File: src/rtl/ps2_pkg.sv
// Shared constants, state encoding and small helpers for the PS/2 keyboard
// sequencer and its scan-code FIFO.
package ps2_pkg;

  localparam logic [7:0] CMD_RESET    = 8'hFF;
  localparam logic [7:0] CMD_SET_LED  = 8'hED;
  localparam logic [7:0] RSP_ACK      = 8'hFA;
  localparam logic [7:0] RSP_RESEND   = 8'hFE;
  localparam logic [7:0] RSP_BAT_OK   = 8'hAA;
  localparam logic [7:0] RSP_BAT_FAIL = 8'hFC;

  typedef enum logic [3:0] {
    ST_START,
    ST_RST_TX,
    ST_RST_ACK,
    ST_RST_BAT,
    ST_IDLE,
    ST_LED_CMD_TX,
    ST_LED_CMD_ACK,
    ST_LED_VAL_TX,
    ST_LED_VAL_ACK,
    ST_FAIL
  } kbd_state_e;

  function automatic logic [31:0] ms_to_cycles(input int clk_mhz, input int ms);
    return 32'(clk_mhz * 1000 * ms);
  endfunction

  function automatic logic is_tx_state(input kbd_state_e s);
    return s inside {ST_RST_TX, ST_LED_CMD_TX, ST_LED_VAL_TX};
  endfunction

  function automatic logic is_led_state(input kbd_state_e s);
    return s inside {ST_LED_CMD_TX, ST_LED_CMD_ACK, ST_LED_VAL_TX, ST_LED_VAL_ACK};
  endfunction

  // Transmit state that (re)sends the byte a given state is working on.
  function automatic kbd_state_e tx_state_of(input kbd_state_e s);
    case (s)
      ST_LED_CMD_TX, ST_LED_CMD_ACK: return ST_LED_CMD_TX;
      ST_LED_VAL_TX, ST_LED_VAL_ACK: return ST_LED_VAL_TX;
      default:                       return ST_RST_TX;
    endcase
  endfunction

  function automatic kbd_state_e ack_state_of(input kbd_state_e s);
    case (s)
      ST_LED_CMD_TX: return ST_LED_CMD_ACK;
      ST_LED_VAL_TX: return ST_LED_VAL_ACK;
      default:       return ST_RST_ACK;
    endcase
  endfunction

endpackage

File: src/rtl/ps2_code_fifo.sv
// Synchronous show-ahead FIFO for keyboard scan codes. Pointers carry one
// extra wrap bit so full and empty are distinguishable without a counter.
module ps2_code_fifo #(
  parameter int DEPTH = 8
) (
  input  logic       clk,
  input  logic       rst,
  input  logic       clear,
  input  logic       push,
  input  logic [7:0] push_data,
  input  logic       pop,
  output logic [7:0] head,
  output logic       full,
  output logic       empty
);
  import ps2_pkg::*;

  localparam int AW = $clog2(DEPTH);
  localparam logic [AW:0] PTR_ONE = (AW+1)'(1);

  logic [AW:0] wr_ptr_q, wr_ptr_d;
  logic [AW:0] rd_ptr_q, rd_ptr_d;
  logic [7:0]  mem_q [DEPTH];
  logic        do_push;
  logic        do_pop;

  assign empty   = (wr_ptr_q == rd_ptr_q);
  assign full    = (wr_ptr_q[AW-1:0] == rd_ptr_q[AW-1:0]) && (wr_ptr_q[AW] != rd_ptr_q[AW]);
  assign do_pop  = pop && !empty;
  // A push into a full FIFO still lands when the head leaves in the same cycle.
  assign do_push = push && (!full || do_pop);
  assign head    = empty ? 8'h00 : mem_q[rd_ptr_q[AW-1:0]];

  always_comb begin
    wr_ptr_d = wr_ptr_q;
    rd_ptr_d = rd_ptr_q;
    if (clear) begin
      wr_ptr_d = '0;
      rd_ptr_d = '0;
    end else begin
      if (do_push) wr_ptr_d = wr_ptr_q + PTR_ONE;
      if (do_pop)  rd_ptr_d = rd_ptr_q + PTR_ONE;
    end
  end

  always_ff @(posedge clk) begin
    if (rst) begin
      wr_ptr_q <= '0;
      rd_ptr_q <= '0;
    end else begin
      wr_ptr_q <= wr_ptr_d;
      rd_ptr_q <= rd_ptr_d;
    end
  end

  always_ff @(posedge clk) begin
    if (do_push && !clear) mem_q[wr_ptr_q[AW-1:0]] <= push_data;
  end

endmodule

File: src/rtl/ps2_kbd_ctrl.sv
// Keyboard sequencer in front of ps2_host: reset/BAT handshake, scan-code
// buffering and LED updates with resend, timeout and retry handling.
module ps2_kbd_ctrl
  import ps2_pkg::*;
#(
  parameter int CLK_FREQ       = 100,
  parameter int ACK_TIMEOUT_MS = 20,
  parameter int BAT_TIMEOUT_MS = 1000,
  parameter int MAX_RETRY      = 3,
  parameter int FIFO_DEPTH     = 8
) (
  input  logic       clk,
  input  logic       rst,
  input  logic       reinit,
  input  logic       led_req,
  input  logic [2:0] led_val,
  output logic       led_busy,
  output logic       led_err,
  output logic       ready,
  output logic       init_err,
  output logic       code_valid,
  output logic [7:0] code_data,
  input  logic       code_rd,
  output logic       overflow,
  output logic       rx_err_flag,
  output logic       h_tx_en,
  output logic [7:0] h_tx_data,
  output logic       h_rx_en,
  input  logic [7:0] h_rx_data,
  input  logic       h_tx_ack,
  input  logic       h_tx_err,
  input  logic       h_rx_ack,
  input  logic       h_rx_err,
  input  logic       h_rx_busy
);

  localparam logic [31:0] ACK_TICKS = ms_to_cycles(CLK_FREQ, ACK_TIMEOUT_MS);
  localparam logic [31:0] BAT_TICKS = ms_to_cycles(CLK_FREQ, BAT_TIMEOUT_MS);
  localparam int RETRY_W = $clog2(MAX_RETRY + 2);
  localparam logic [RETRY_W-1:0] RETRY_MAX = RETRY_W'(MAX_RETRY);
  localparam logic [RETRY_W-1:0] RETRY_ONE = RETRY_W'(1);

  kbd_state_e         state_q, state_d;
  logic [RETRY_W-1:0] retry_q, retry_d;
  logic [31:0]        timer_q, timer_d;
  logic               ready_q, ready_d;
  logic               init_err_q, init_err_d;
  logic               led_err_q, led_err_d;
  logic               pending_q, pending_d;
  logic [2:0]         led_val_q, led_val_d;
  logic [2:0]         led_cur_q, led_cur_d;
  logic               rx_err_q, rx_err_d;
  logic               overflow_q, overflow_d;
  logic               h_tx_en_q, h_tx_en_d;
  logic [7:0]         h_tx_data_q, h_tx_data_d;
  logic               h_rx_en_q, h_rx_en_d;

  logic        fifo_push;
  logic        fifo_clear;
  logic        fifo_full;
  logic        fifo_empty;
  logic        tx_abort;
  logic        retry_evt;
  logic        do_reinit;
  logic [31:0] wait_limit;
  logic        timeout;

  // code_valid/code_rd: code_data holds the oldest byte while code_valid is
  // high; a cycle with code_rd high consumes it, and code_rd while empty is ignored.
  ps2_code_fifo #(.DEPTH(FIFO_DEPTH)) u_fifo (
    .clk       (clk),
    .rst       (rst),
    .clear     (fifo_clear),
    .push      (fifo_push),
    .push_data (h_rx_data),
    .pop       (code_rd),
    .head      (code_data),
    .full      (fifo_full),
    .empty     (fifo_empty)
  );

  assign wait_limit = (state_q == ST_RST_BAT) ? BAT_TICKS : ACK_TICKS;
  // >= so that a timeout coinciding with a buffered scan code fires a cycle later.
  assign timeout    = (timer_q >= (wait_limit - 32'd1));

  always_comb begin
    state_d    = state_q;
    retry_d    = retry_q;
    ready_d    = ready_q;
    init_err_d = init_err_q;
    led_err_d  = 1'b0;
    pending_d  = pending_q;
    led_val_d  = led_val_q;
    led_cur_d  = led_cur_q;
    rx_err_d   = rx_err_q | h_rx_err;
    overflow_d = overflow_q;
    fifo_push  = 1'b0;
    fifo_clear = 1'b0;
    tx_abort   = 1'b0;
    retry_evt  = 1'b0;
    do_reinit  = 1'b0;

    if (led_req) begin
      pending_d = 1'b1;
      led_val_d = led_val;
    end

    case (state_q)
      ST_START: begin
        state_d = ST_RST_TX;
        retry_d = '0;
      end
      ST_RST_TX, ST_LED_CMD_TX, ST_LED_VAL_TX: begin
        if (h_tx_ack) begin
          state_d = ack_state_of(state_q);
        end else if (h_tx_err) begin
          retry_evt = 1'b1;
          tx_abort  = 1'b1;
        end
      end
      ST_RST_ACK, ST_LED_CMD_ACK, ST_LED_VAL_ACK: begin
        if (h_rx_ack && h_rx_data == RSP_ACK) begin
          case (state_q)
            ST_RST_ACK:     state_d = ST_RST_BAT;
            ST_LED_CMD_ACK: begin
              state_d = ST_LED_VAL_TX;
              retry_d = '0;
            end
            default:        state_d = ST_IDLE;
          endcase
        end else if (h_rx_ack && h_rx_data == RSP_RESEND) begin
          retry_evt = 1'b1;
        end else if (h_rx_ack) begin
          fifo_push = 1'b1;
        end else if (timeout) begin
          retry_evt = 1'b1;
        end
      end
      ST_RST_BAT: begin
        if (h_rx_ack && h_rx_data == RSP_BAT_OK) begin
          state_d = ST_IDLE;
          ready_d = 1'b1;
        end else if (h_rx_ack && (h_rx_data == RSP_BAT_FAIL || h_rx_data == RSP_RESEND)) begin
          retry_evt = 1'b1;
        end else if (h_rx_ack) begin
          fifo_push = 1'b1;
        end else if (timeout) begin
          retry_evt = 1'b1;
        end
      end
      ST_IDLE: begin
        if (h_rx_ack) fifo_push = 1'b1;
        if (reinit) begin
          do_reinit = 1'b1;
        end else if (pending_q && !h_rx_busy && !h_rx_ack) begin
          state_d   = ST_LED_CMD_TX;
          retry_d   = '0;
          pending_d = led_req;
          led_cur_d = led_val_q;
        end
      end
      ST_FAIL: begin
        if (reinit) do_reinit = 1'b1;
      end
      default: state_d = ST_START;
    endcase

    if (retry_evt) begin
      if (retry_q == RETRY_MAX) begin
        if (is_led_state(state_q)) begin
          state_d   = ST_IDLE;
          led_err_d = 1'b1;
        end else begin
          state_d    = ST_FAIL;
          init_err_d = 1'b1;
          ready_d    = 1'b0;
        end
      end else begin
        retry_d = retry_q + RETRY_ONE;
        state_d = tx_state_of(state_q);
      end
    end

    if (fifo_push && fifo_full && !code_rd) overflow_d = 1'b1;

    if (do_reinit) begin
      state_d    = ST_RST_TX;
      retry_d    = '0;
      ready_d    = 1'b0;
      init_err_d = 1'b0;
      fifo_clear = 1'b1;
      overflow_d = 1'b0;
      rx_err_d   = 1'b0;
      pending_d  = 1'b0;
    end

    // Outputs are registered from the next state; a transmit error drops
    // h_tx_en for one cycle so ps2_host sees a fresh request on the resend.
    h_tx_en_d = is_tx_state(state_d) && !tx_abort;
    case (state_d)
      ST_RST_TX:     h_tx_data_d = CMD_RESET;
      ST_LED_CMD_TX: h_tx_data_d = CMD_SET_LED;
      ST_LED_VAL_TX: h_tx_data_d = {5'b0, led_cur_d};
      default:       h_tx_data_d = 8'h00;
    endcase
    h_rx_en_d = !(is_tx_state(state_d) || state_d == ST_START || state_d == ST_FAIL);
    timer_d   = (state_d != state_q) ? 32'd0 : timer_q + 32'd1;
  end

  always_ff @(posedge clk) begin
    if (rst) begin
      state_q     <= ST_START;
      retry_q     <= '0;
      timer_q     <= '0;
      ready_q     <= 1'b0;
      init_err_q  <= 1'b0;
      led_err_q   <= 1'b0;
      pending_q   <= 1'b0;
      led_val_q   <= '0;
      led_cur_q   <= '0;
      rx_err_q    <= 1'b0;
      overflow_q  <= 1'b0;
      h_tx_en_q   <= 1'b0;
      h_tx_data_q <= 8'h00;
      h_rx_en_q   <= 1'b0;
    end else begin
      state_q     <= state_d;
      retry_q     <= retry_d;
      timer_q     <= timer_d;
      ready_q     <= ready_d;
      init_err_q  <= init_err_d;
      led_err_q   <= led_err_d;
      pending_q   <= pending_d;
      led_val_q   <= led_val_d;
      led_cur_q   <= led_cur_d;
      rx_err_q    <= rx_err_d;
      overflow_q  <= overflow_d;
      h_tx_en_q   <= h_tx_en_d;
      h_tx_data_q <= h_tx_data_d;
      h_rx_en_q   <= h_rx_en_d;
    end
  end

  assign led_busy    = pending_q || is_led_state(state_q);
  assign led_err     = led_err_q;
  assign ready       = ready_q;
  assign init_err    = init_err_q;
  assign code_valid  = !fifo_empty;
  assign overflow    = overflow_q;
  assign rx_err_flag = rx_err_q;
  assign h_tx_en     = h_tx_en_q;
  assign h_tx_data   = h_tx_data_q;
  assign h_rx_en     = h_rx_en_q;

endmodule

File: config.mk
export PLATFORM = sky130hd
export DESIGN_NAME = ps2_kbd_ctrl
export DESIGN_NICKNAME = d
export VERILOG_FILES = /design/src/rtl/ps2_pkg.sv /design/src/rtl/ps2_code_fifo.sv /design/src/rtl/ps2_kbd_ctrl.sv
export SDC_FILE = /design/constraint.sdc
export NUM_CORES = 1
export LEC_CHECK = 0
export ABC_AREA = 1
export CAP_MARGIN = 10
export CORE_ASPECT_RATIO = 1.1
export CORE_MARGIN = 4
export CORE_UTILIZATION = 49
export CTS_CLUSTER_SIZE = 28
export DETAILED_ROUTE_END_ITERATION = 16
export PLACE_DENSITY = 0.73
export SLEW_MARGIN = 20
export SYNTH_ARGS = -nofsm -noshare
export SYNTH_HDL_FRONTEND = slang
export SYNTH_HIERARCHICAL = 1
export SYNTH_SLANG_ARGS = --single-unit
File: constraint.sdc
create_clock -name clk -period 3.8 [get_ports clk]
set_input_delay 0.76 -clock clk [delete_from_list [all_inputs] [get_ports clk]]
set_output_delay 0.76 -clock clk [all_outputs]
set_load 0.01 [all_outputs]
==> flow_metrics.env, run 1 <==
export IMPL_drive_above_1_share_pct=14.8
export IMPL_core_um2=13400
export IMPL_wl_um=14000
export IMPL_hold_path_class="register to register"
export IMPL_grt_pass1_vias=4998
export IMPL_required_ns=3.04
export IMPL_cts_tree="done"
export IMPL_grt_max_degree=33
export IMPL_path_delay_family="buffers and inverters"
export IMPL_hold_viol=0
export IMPL_crit_path_frequent_cell="o21ai_0"
export IMPL_finClkSkew_ns=0.00974
export IMPL_clockBufferDepth=2
export IMPL_cts_buffers=17
export IMPL_timing_final_crit_share_pct=85.2
export IMPL_clock_latency_ns=0.42
export IMPL_timing_fmax_ghz=0.309
export IMPL_vias=5134
export IMPL_start_util_pct=50.9
export IMPL_fin_crit_ns=3.24
export IMPL_cts_resized=0
export IMPL_synth_fp_nets=805
export IMPL_rows=44
export IMPL_yosysWarnings=6
export IMPL_dr_pass1_iters=6
export IMPL_yosysSeqAreaShare_pct=48.5
export IMPL_slew_violations=0
export IMPL_synth_edf_count=64
export IMPL_diodes=0
export IMPL_p_seq_share_pct=33.3
export IMPL_ios=46
export IMPL_ys_async_sr_fraction_pct=0
export IMPL_grtUsageTotal_pct=18.6
export IMPL_end_kind="primary output"
export IMPL_status="complete, no violations"
export IMPL_die_h_um=132
export IMPL_routabilityCongestion=0.871
export IMPL_critPathKind="register to primary output"
export IMPL_syn_area_per_cell_um2=8.82
export IMPL_r2r_start="state_q[2]$_SDFF_PP0_"
export IMPL_path_clk_slew_ns=0.06
export IMPL_setup_slack_ns=0.562
export IMPL_die_width_um=120
export IMPL_wl_per_cell_um=13.5
export IMPL_fin_nets=869
export IMPL_critical_path_max_stage_delay_ns=0.72
export IMPL_cap_violations=0
export IMPL_drc_errors=0
export IMPL_ant_nets=0
export IMPL_dp_final_hpwl_um=9880
export IMPL_yosys_cell_types_count=49
export IMPL_postCtsSetupBuffers=0
export IMPL_grt_first_pass_wirelength_um=23900
export IMPL_area_growth_pct=18.6
export IMPL_syn_inst=772
export IMPL_p_switching_uw=1870
export IMPL_ir_worst_vdd_v=0.000417
export IMPL_grt_antenna_before_repair=0
export IMPL_ys_ff_latch=133
export IMPL_path_buf_inv=2
export IMPL_port_buffers=45
export IMPL_numClockSinks=133
export IMPL_tns_ns=0
export IMPL_die_area_um2=15800
export IMPL_drt_iter0_markers=296
export IMPL_power_uw=5160
export IMPL_path_max_fanout=19
export IMPL_tightestPinTransition_ns=0.766
export IMPL_finalSetupViolations=0
export IMPL_syn_area_um2=6810
export IMPL_clockPowerShare_pct=30.8
export IMPL_internal_power_uw=3290
export IMPL_root_buffer="clkbuf_16"
export IMPL_power_density_nw_per_um2=639
export IMPL_avgViaCountPerCell=4.97
export IMPL_holdBufCountCts=0
export IMPL_min_from="retry_q[2]$_SDFF_PP0_"
export IMPL_p_comb_share_pct=35.9
export IMPL_switching_share_pct=36.2
export IMPL_htreeDepth=4
export IMPL_critPathSlowestCell="dfxtp_1"
export IMPL_synth_main_ff_cell="dfxtp_1"
export IMPL_slew_headroom_pct=48.9
export IMPL_cp_start_kind="register"
export IMPL_pre_cts_ws_ns=0.241
export IMPL_crit_chain="buf_4, o21ai_0, o21ai_0, o21ai_0, nor2_1, clkdlybuf4s50_1"
export IMPL_rsz0062_at_grt="no"
export IMPL_arrival_ns=2.48
export IMPL_leakage_uw=0.00305
export IMPL_grt_ovfl_total=0
==> stage by stage <==
| step | cell area, um^2 | cells | util [%] | hold slack (ns) |
|---|---|---|---|---|
| global route | 8070 | 1033 | 60.3 | 0.478 |
| CTS | 8070 | 1033 | 60.3 | 0.452 |
| floorplan | 6810 | 772 | - | 0.428 |
| finish | 8070 | 1033 | 60.3 | 0.456 |
| global placement | 7490 | 1001 | 56.0 | 0.445 |
| detailed placement | 7490 | 1001 | 56.0 | 0.444 |
==> flip-flops by register name (all words and copies together) (netlist names), 3 cells and up, named ones only <==
name / count
timer_q: 32
led_val_q: 3
u_fifo/rd_ptr_q: 4
state_q: 4
led_cur_q: 3
u_fifo/wr_ptr_q: 4
h_tx_data: 5
retry_q: 3
u_fifo/mem_q: 64
==> logic make-up (layout without fill, tap and decap cells) <==
| kind of cell | Yosys count | count (layout) | synth area share [%] |
|---|---|---|---|
| AO/OA/AOI/OAI | 85 | 85 | 7.08 |
| XOR/XNOR | 34 | 34 | 4.60 |
| adder cells (fa/ha/maj) | 12 | 12 | 2.21 |
| buffers and inverters | 120 | 197 | 7.83 |
| flip-flops | 133 | 133 | 48.5 |
| multiplexers | 8 | 8 | 1.18 |
| AND/OR/NAND/NOR | 380 | 380 | 28.6 |
==> path summary, 6_finish.rpt <==
| kind | cells past startpoint | endpoint | slack, ns |
|---|---|---|---|
| worst max-delay path | 6 | code_data[0] | 0.56 |
| worst min-delay path | 2 | retry_q[2]$_SDFF_PP0_ | 0.46 |
| worst max register to register | 26 | timer_q[6]$_SDFF_PP0_ | 0.71 |
| worst min register to register | 2 | retry_q[2]$_SDFF_PP0_ | 0.46 |
==> power by group through the flow <==
stage / logic [uW] / clock network, uW / registers (uW)
3_3_place_gp: 1850 / 0 / 1740
6_report: 1850 / 1590 / 1720
4_1_cts: 1870 / 1620 / 1720
2_1_floorplan: 1390 / 0 / 1730
3_5_place_dp: 1860 / 0 / 1750
5_1_grt: 2070 / 1690 / 1730
==> layout by cell type (no fill, tap or decap), drive strengths merged, types with 2 or more instances in the layout <==
cell | synthesis | layout
clkdlybuf4s50 | 0 | 45
inv | 99 | 102
xor2 | 26 | 26
dfxtp | 69 | 69
nand3 | 39 | 39
o22ai | 8 | 8
clkinv | 1 | 5
nand2 | 123 | 123
or2 | 2 | 2
nand4 | 12 | 12
edfxtp | 64 | 64
o211ai | 2 | 2
clkbuf | 5 | 19
buf | 15 | 20
a211oi | 2 | 2
a21oi | 16 | 16
clkinvlp | 0 | 4
bufinv | 0 | 2
xnor2 | 8 | 8
nor4 | 7 | 7
nand3b | 2 | 2
mux2i | 8 | 8
ha | 12 | 12
nor3 | 23 | 23
nor2 | 171 | 171
o21ai | 52 | 52
==> tightest hold or removal path: stages, from the launching register on <==
cell	delay, ns
dfxtp_1	0.30
inv_1	0.06
a2111oi_0	0.05
==> cell usage after synthesis, types with 9 or more instances <==
master / n / area [um^2]
nand4_1: 11 / 68.8
xor2_1: 25 / 219
nor3_1: 22 / 110
nand2_2: 10 / 62.6
dfxtp_1: 69 / 1380
inv_1: 90 / 338
nor2_4: 33 / 372
inv_2: 9 / 33.8
ha_1: 12 / 150
edfxtp_1: 64 / 1920
nand2_1: 109 / 409
nor2_1: 136 / 510
a21oi_1: 14 / 70.1
o21ai_0: 46 / 230
nand3_1: 32 / 160
==> layout make-up <==
cell class | count | area [um^2]
Timing Repair Buffer | 65 | 613
Fill cell | 1138 | 5310
Clock buffer | 19 | 433
Multi-Input combinational cell | 519 | 2970
Sequential cell | 133 | 3300
Inverter | 100 | 375
Tap cell | 184 | 230
Clock inverter | 13 | 149
==> per-layer routing <==
layer	part of all wire [%]	routed length, um	track usage, %	up-vias
li1	-	-	-	2657
met1	44	6140	23.0	2354
met2	49	6910	31.1	98
met3	4.3	607	4.99	25
met4	2.3	315	6.93	0
met5	0	0	0	-
(Power assumes the default switching activity.)
==> inputs of run 2 (changes only) <==
Settings changed: MAX_ROUTING_LAYER set to met4.
==> flow_metrics.env, run 2 (synthesis results as in run 1) <==
export IMPL_status="complete, no violations"
export IMPL_dr_pass1_iters=5
export IMPL_holdBufCountCts=0
export IMPL_ant_nets=0
export IMPL_required_ns=3.04
export IMPL_diodes=0
export IMPL_tns_ns=0
export IMPL_internal_power_uw=3360
export IMPL_power_density_nw_per_um2=648
export IMPL_fin_crit_ns=3.21
export IMPL_vias=5174
export IMPL_die_h_um=132
export IMPL_dp_final_hpwl_um=10300
export IMPL_die_area_um2=15800
export IMPL_grtUsageTotal_pct=19.9
export IMPL_reg2reg_depth=26
export IMPL_p_seq_share_pct=32.7
export IMPL_path_max_fanout=24
export IMPL_rows=44
export IMPL_slew_headroom_pct=49.6
export IMPL_timing_fmax_ghz=0.312
export IMPL_clockBufferDepth=2
export IMPL_hold_path_class="register to register"
export IMPL_critPathKind="register to primary output"
export IMPL_grt_ovfl_total=0
export IMPL_htreeDepth=4
export IMPL_routabilityCongestion=0.909
export IMPL_p_switching_uw=1890
export IMPL_whs_ns=0.456
export IMPL_leakage_uw=0.00306
export IMPL_switching_share_pct=36.0
export IMPL_setup_slack_ns=0.594
export IMPL_path_clk_slew_ns=0.06
export IMPL_grt_pass1_vias=5186
export IMPL_clock_latency_ns=0.43
export IMPL_end_kind="primary output"
export IMPL_largest_reg_flops=64
export IMPL_area_growth_pct=19.0
export IMPL_ir_worst_vdd_v=0.000426
export IMPL_cts_tree="done"
export IMPL_pre_cts_ws_ns=0.255
export IMPL_cap_violations=0
export IMPL_grt_max_degree=33
export IMPL_slew_violations=0
export IMPL_rsz0062_at_grt="no"
export IMPL_multi_input_area_um2=2970
export IMPL_die_width_um=120
export IMPL_fin_nets=869
export IMPL_fillCellCount=1198
export IMPL_finalSetupViolations=0
export IMPL_p_comb_share_pct=35.5
export IMPL_arrival_ns=2.45
export IMPL_port_buffers=45
export IMPL_tightestPinTransition_ns=0.755
export IMPL_drt_iter0_markers=353
export IMPL_final_common_cell="nor2_1"
export IMPL_core_um2=13400
export IMPL_root_buffer="clkbuf_16"
export IMPL_grt_antenna_before_repair=0
export IMPL_seqCellArea_um2=3300
export IMPL_drive_above_1_share_pct=14.8
export IMPL_numClockSinks=133
export IMPL_cts_buffers=17
export IMPL_drc_errors=0
export IMPL_layout_common_cells="nor2_1, nand2_1, inv_1"
export IMPL_cts_resized=0
export IMPL_finClkSkew_ns=0.0125
export IMPL_cp_start_kind="register"
export IMPL_ios=46
export IMPL_start_util_pct=50.9
export IMPL_hold_depth=1
export IMPL_wl_um=14400
export IMPL_clockPowerShare_pct=31.8
export IMPL_avgViaCountPerCell=5.01
export IMPL_hold_viol=0
export IMPL_postCtsSetupBuffers=0
export IMPL_wl_per_cell_um=14.0
export IMPL_timing_final_crit_share_pct=84.4
export IMPL_power_uw=5240
export IMPL_grt_first_pass_wirelength_um=24600
==> run 2: cell count changes in the layout (fill, tap and decap cells not counted), sizes merged <==
cell | previous run | this run
clkinv | 5 | 4
inv | 102 | 103
bufinv | 2 | 3
clkinvlp | 4 | 3
==> run 2: area by class of cell <==
| type | instances | share of cell area [%] |
|---|---|---|
| multi-input combinational | 519 | 36.7 |
| inverter | 100 | 4.64 |
| tap | 184 | 2.84 |
| timing repair buffer | 65 | 7.57 |
| clock inverter | 13 | 2.13 |
| sequential | 133 | 40.8 |
| clock buffer | 19 | 5.35 |
==> run 2: final timing paths <==
path / startpoint / end / slack (ns)
hold reg to reg: retry_q[0]$_SDFF_PP0_ / retry_q[0]$_SDFF_PP0_ / 0.46
hold / removal: retry_q[0]$_SDFF_PP0_ / retry_q[0]$_SDFF_PP0_ / 0.46
setup / recovery: register / code_data[7] / 0.59
setup reg to reg: state_q[3]$_SDFF_PP0_ / timer_q[6]$_SDFF_PP0_ / 0.74
==> run 2: power by group through the flow <==
stage | clock (uW) | sequential [uW] | combinational [uW]
after floorplan | 0 | 1730 | 1390
after global placement | 0 | 1740 | 1850
after detailed placement | 0 | 1740 | 1870
after CTS | 1700 | 1710 | 1880
after global routing | 1770 | 1730 | 2090
final | 1670 | 1710 | 1860
==> run 2: worst max-delay path: stages (launching register included) <==
cell             delay (ns)
dfxtp_1                0.30
inv_1                  0.55
o21ai_0                0.23
o21ai_0                0.13
o21ai_0                0.10
nor2_1                 0.16
clkdlybuf4s50_1        0.56
==> run 2: per-stage QoR <==
| stage | area [um^2] | util [%] | std cells |
|---|---|---|---|
| floorplan | 6810 | - | 772 |
| global placement | 7490 | 56.0 | 1001 |
| detailed placement | 7490 | 56.0 | 1001 |
| CTS | 8100 | 60.5 | 1033 |
| global route | 8100 | 60.5 | 1033 |
| finish | 8100 | 60.5 | 1033 |
==> run 2: layer usage <==
metal  vias up  GRT usage [%]  share of wire (%)
li1       2650              -                  -
met1      2409           23.7                 44
met2        93           32.8                 50
met3        22           4.43                3.5
met4         0           7.68                2.1
met5         -              -                  0
==> inputs of run 3 (changes only) <==
Clock period 3.8 ns to 3.1 ns, I/O delays scaled along.
==> flow_metrics.env, run 3 (synthesis results as in run 1) <==
export IMPL_rows=44
export IMPL_root_buffer="clkbuf_16"
export IMPL_grtUsageTotal_pct=19.7
export IMPL_postCtsSetupBuffers=0
export IMPL_p_seq_share_pct=32.5
export IMPL_holdBufCountCts=0
export IMPL_drc_errors=0
export IMPL_diodes=0
export IMPL_avgViaCountPerCell=5.02
export IMPL_routabilityCongestion=0.958
export IMPL_internal_power_uw=4120
export IMPL_power_density_nw_per_um2=782
export IMPL_cp_start_kind="register"
export IMPL_port_buffers=45
export IMPL_switching_share_pct=36.4
export IMPL_grt_first_pass_wirelength_um=24900
export IMPL_use_met2_pct=33.0
export IMPL_final_common_cell="nor2_1"
export IMPL_htreeDepth=4
export IMPL_ir_worst_vdd_v=0.000416
export IMPL_grt_busiest_layer="met2"
export IMPL_largest_reg_flops=64
export IMPL_drive_above_1_share_pct=17.4
export IMPL_hold_path_class="register to register"
export IMPL_grt_pass1_vias=5294
export IMPL_grt_max_degree=33
export IMPL_status="complete, no violations"
export IMPL_p_switching_uw=2350
export IMPL_ant_nets=0
export IMPL_reg2reg_depth=27
export IMPL_dr_pass1_iters=5
export IMPL_area_growth_pct=21.8
export IMPL_end_kind="primary output"
export IMPL_finClkSkew_ns=0.00754
export IMPL_grt_ovfl_total=0
export IMPL_holdPathEnd="retry_q[2]$_SDFF_PP0_"
export IMPL_die_width_um=120
export IMPL_path_clk_slew_ns=0.06
export IMPL_slew_headroom_pct=58.3
export IMPL_postLayoutCoreUtil_pct=61.9
export IMPL_fin_crit_ns=2.93
export IMPL_wl_um=14500
export IMPL_min_from="retry_q[2]$_SDFF_PP0_"
export IMPL_cts_resized=0
export IMPL_start_util_pct=50.9
export IMPL_hold_viol=0
export IMPL_leakage_uw=0.00317
export IMPL_tightestPinTransition_ns=0.622
export IMPL_hold_depth=2
export IMPL_die_area_um2=15800
export IMPL_slew_violations=0
export IMPL_vias=5305
export IMPL_wl_per_cell_um=13.7
export IMPL_p_comb_share_pct=39.5
export IMPL_tns_ns=0
export IMPL_r2r_start="state_q[1]$_SDFF_PP0_"
export IMPL_reg2reg_slack_ns=0.26
export IMPL_clockBufferDepth=2
export IMPL_finalSetupViolations=0
export IMPL_grt_antenna_before_repair=0
export IMPL_cts_buffers=17
export IMPL_numClockSinks=133
export IMPL_grt_use_met1_pct=23.8
export IMPL_cts_tree="done"
export IMPL_cap_violations=0
export IMPL_drt_iter0_markers=342
export IMPL_die_h_um=132
export IMPL_path_max_fanout=32
export IMPL_clockPowerShare_pct=28.0
export IMPL_grt_use_met3_pct=4.77
export IMPL_clock_latency_ns=0.41
export IMPL_required_ns=2.48
export IMPL_arrival_ns=2.31
export IMPL_dp_final_hpwl_um=10500
export IMPL_fin_nets=893
export IMPL_timing_fmax_ghz=0.342
export IMPL_core_um2=13400
export IMPL_timing_final_crit_share_pct=94.4
export IMPL_layout_common_cells="nor2_1, nand2_1, inv_1"
export IMPL_reg2reg_to="timer_q[23]$_SDFF_PP0_"
export IMPL_ios=46
export IMPL_critPathKind="register to primary output"
[run 3: power groups by stage]
stage                     sequential, uW  combinational, uW  clock, uW
after floorplan                     2120               1700          0
after global placement              2120               2460          0
after CTS                           2090               2480       1850
after detailed placement            2120               2470          0
after global routing                2120               2820       1940
final                               2110               2560       1810
[run 3: cell type report]
class / count / area (um^2)
repair buffers: 88 / 836
flip-flops and latches: 133 / 3310
well taps: 184 / 230
clock inverters: 13 / 111
fillers: 1100 / 5090
multi-input cells: 519 / 2990
repair inverters: 1 / 7.51
clock buffers: 18 / 429
inverters: 100 / 379
[run 3: layer usage]
layer | share of wire (%) | wire, um
met1 | 45 | 6450
met5 | 0 | 0
met4 | 1.7 | 248
met2 | 50 | 7180
met3 | 4.2 | 608
[run 3: how the worst max path moves through the flow]
stage               cells after the start  slack [ns]                   from                endpoint
global route                           26       -0.02  state_q[1]$_SDFF_PP0_   timer_q[6]$_SDFF_PP0_
global placement                       18        0.07           h_rx_data[7]  timer_q[18]$_SDFF_PP0_
CTS                                     6        0.06               register            code_data[6]
detailed placement                     18        0.05           h_rx_data[7]  timer_q[26]$_SDFF_PP0_
finish                                  8        0.17               register            code_data[6]
floorplan                              26        0.52  state_q[2]$_SDFF_PP0_   timer_q[5]$_SDFF_PP0_
[run 3: critical path: stages, from the launching register on]
cell and delay, ns:
dfxtp_2 0.42, buf_8 0.26, nor2_1 0.09, nor2_1 0.10
o21ai_0 0.11, o21ai_0 0.10, o21ai_0 0.12, nor2_1 0.15
clkdlybuf4s50_1 0.55
[run 3: per-stage QoR]
step           hold slack, ns  setup WS [ns]  std cells  area, um^2  power [uW]
2_1_floorplan           0.428          0.520        772        6810        3830
3_3_place_gp            0.444         0.0718       1023        7680        4580
3_5_place_dp            0.451         0.0545       1023        7680        4590
4_1_cts                 0.460         0.0623       1054        8220        6420
5_1_grt                 0.489        -0.0212       1056        8290        6880
6_report                0.456          0.174       1056        8290        6480
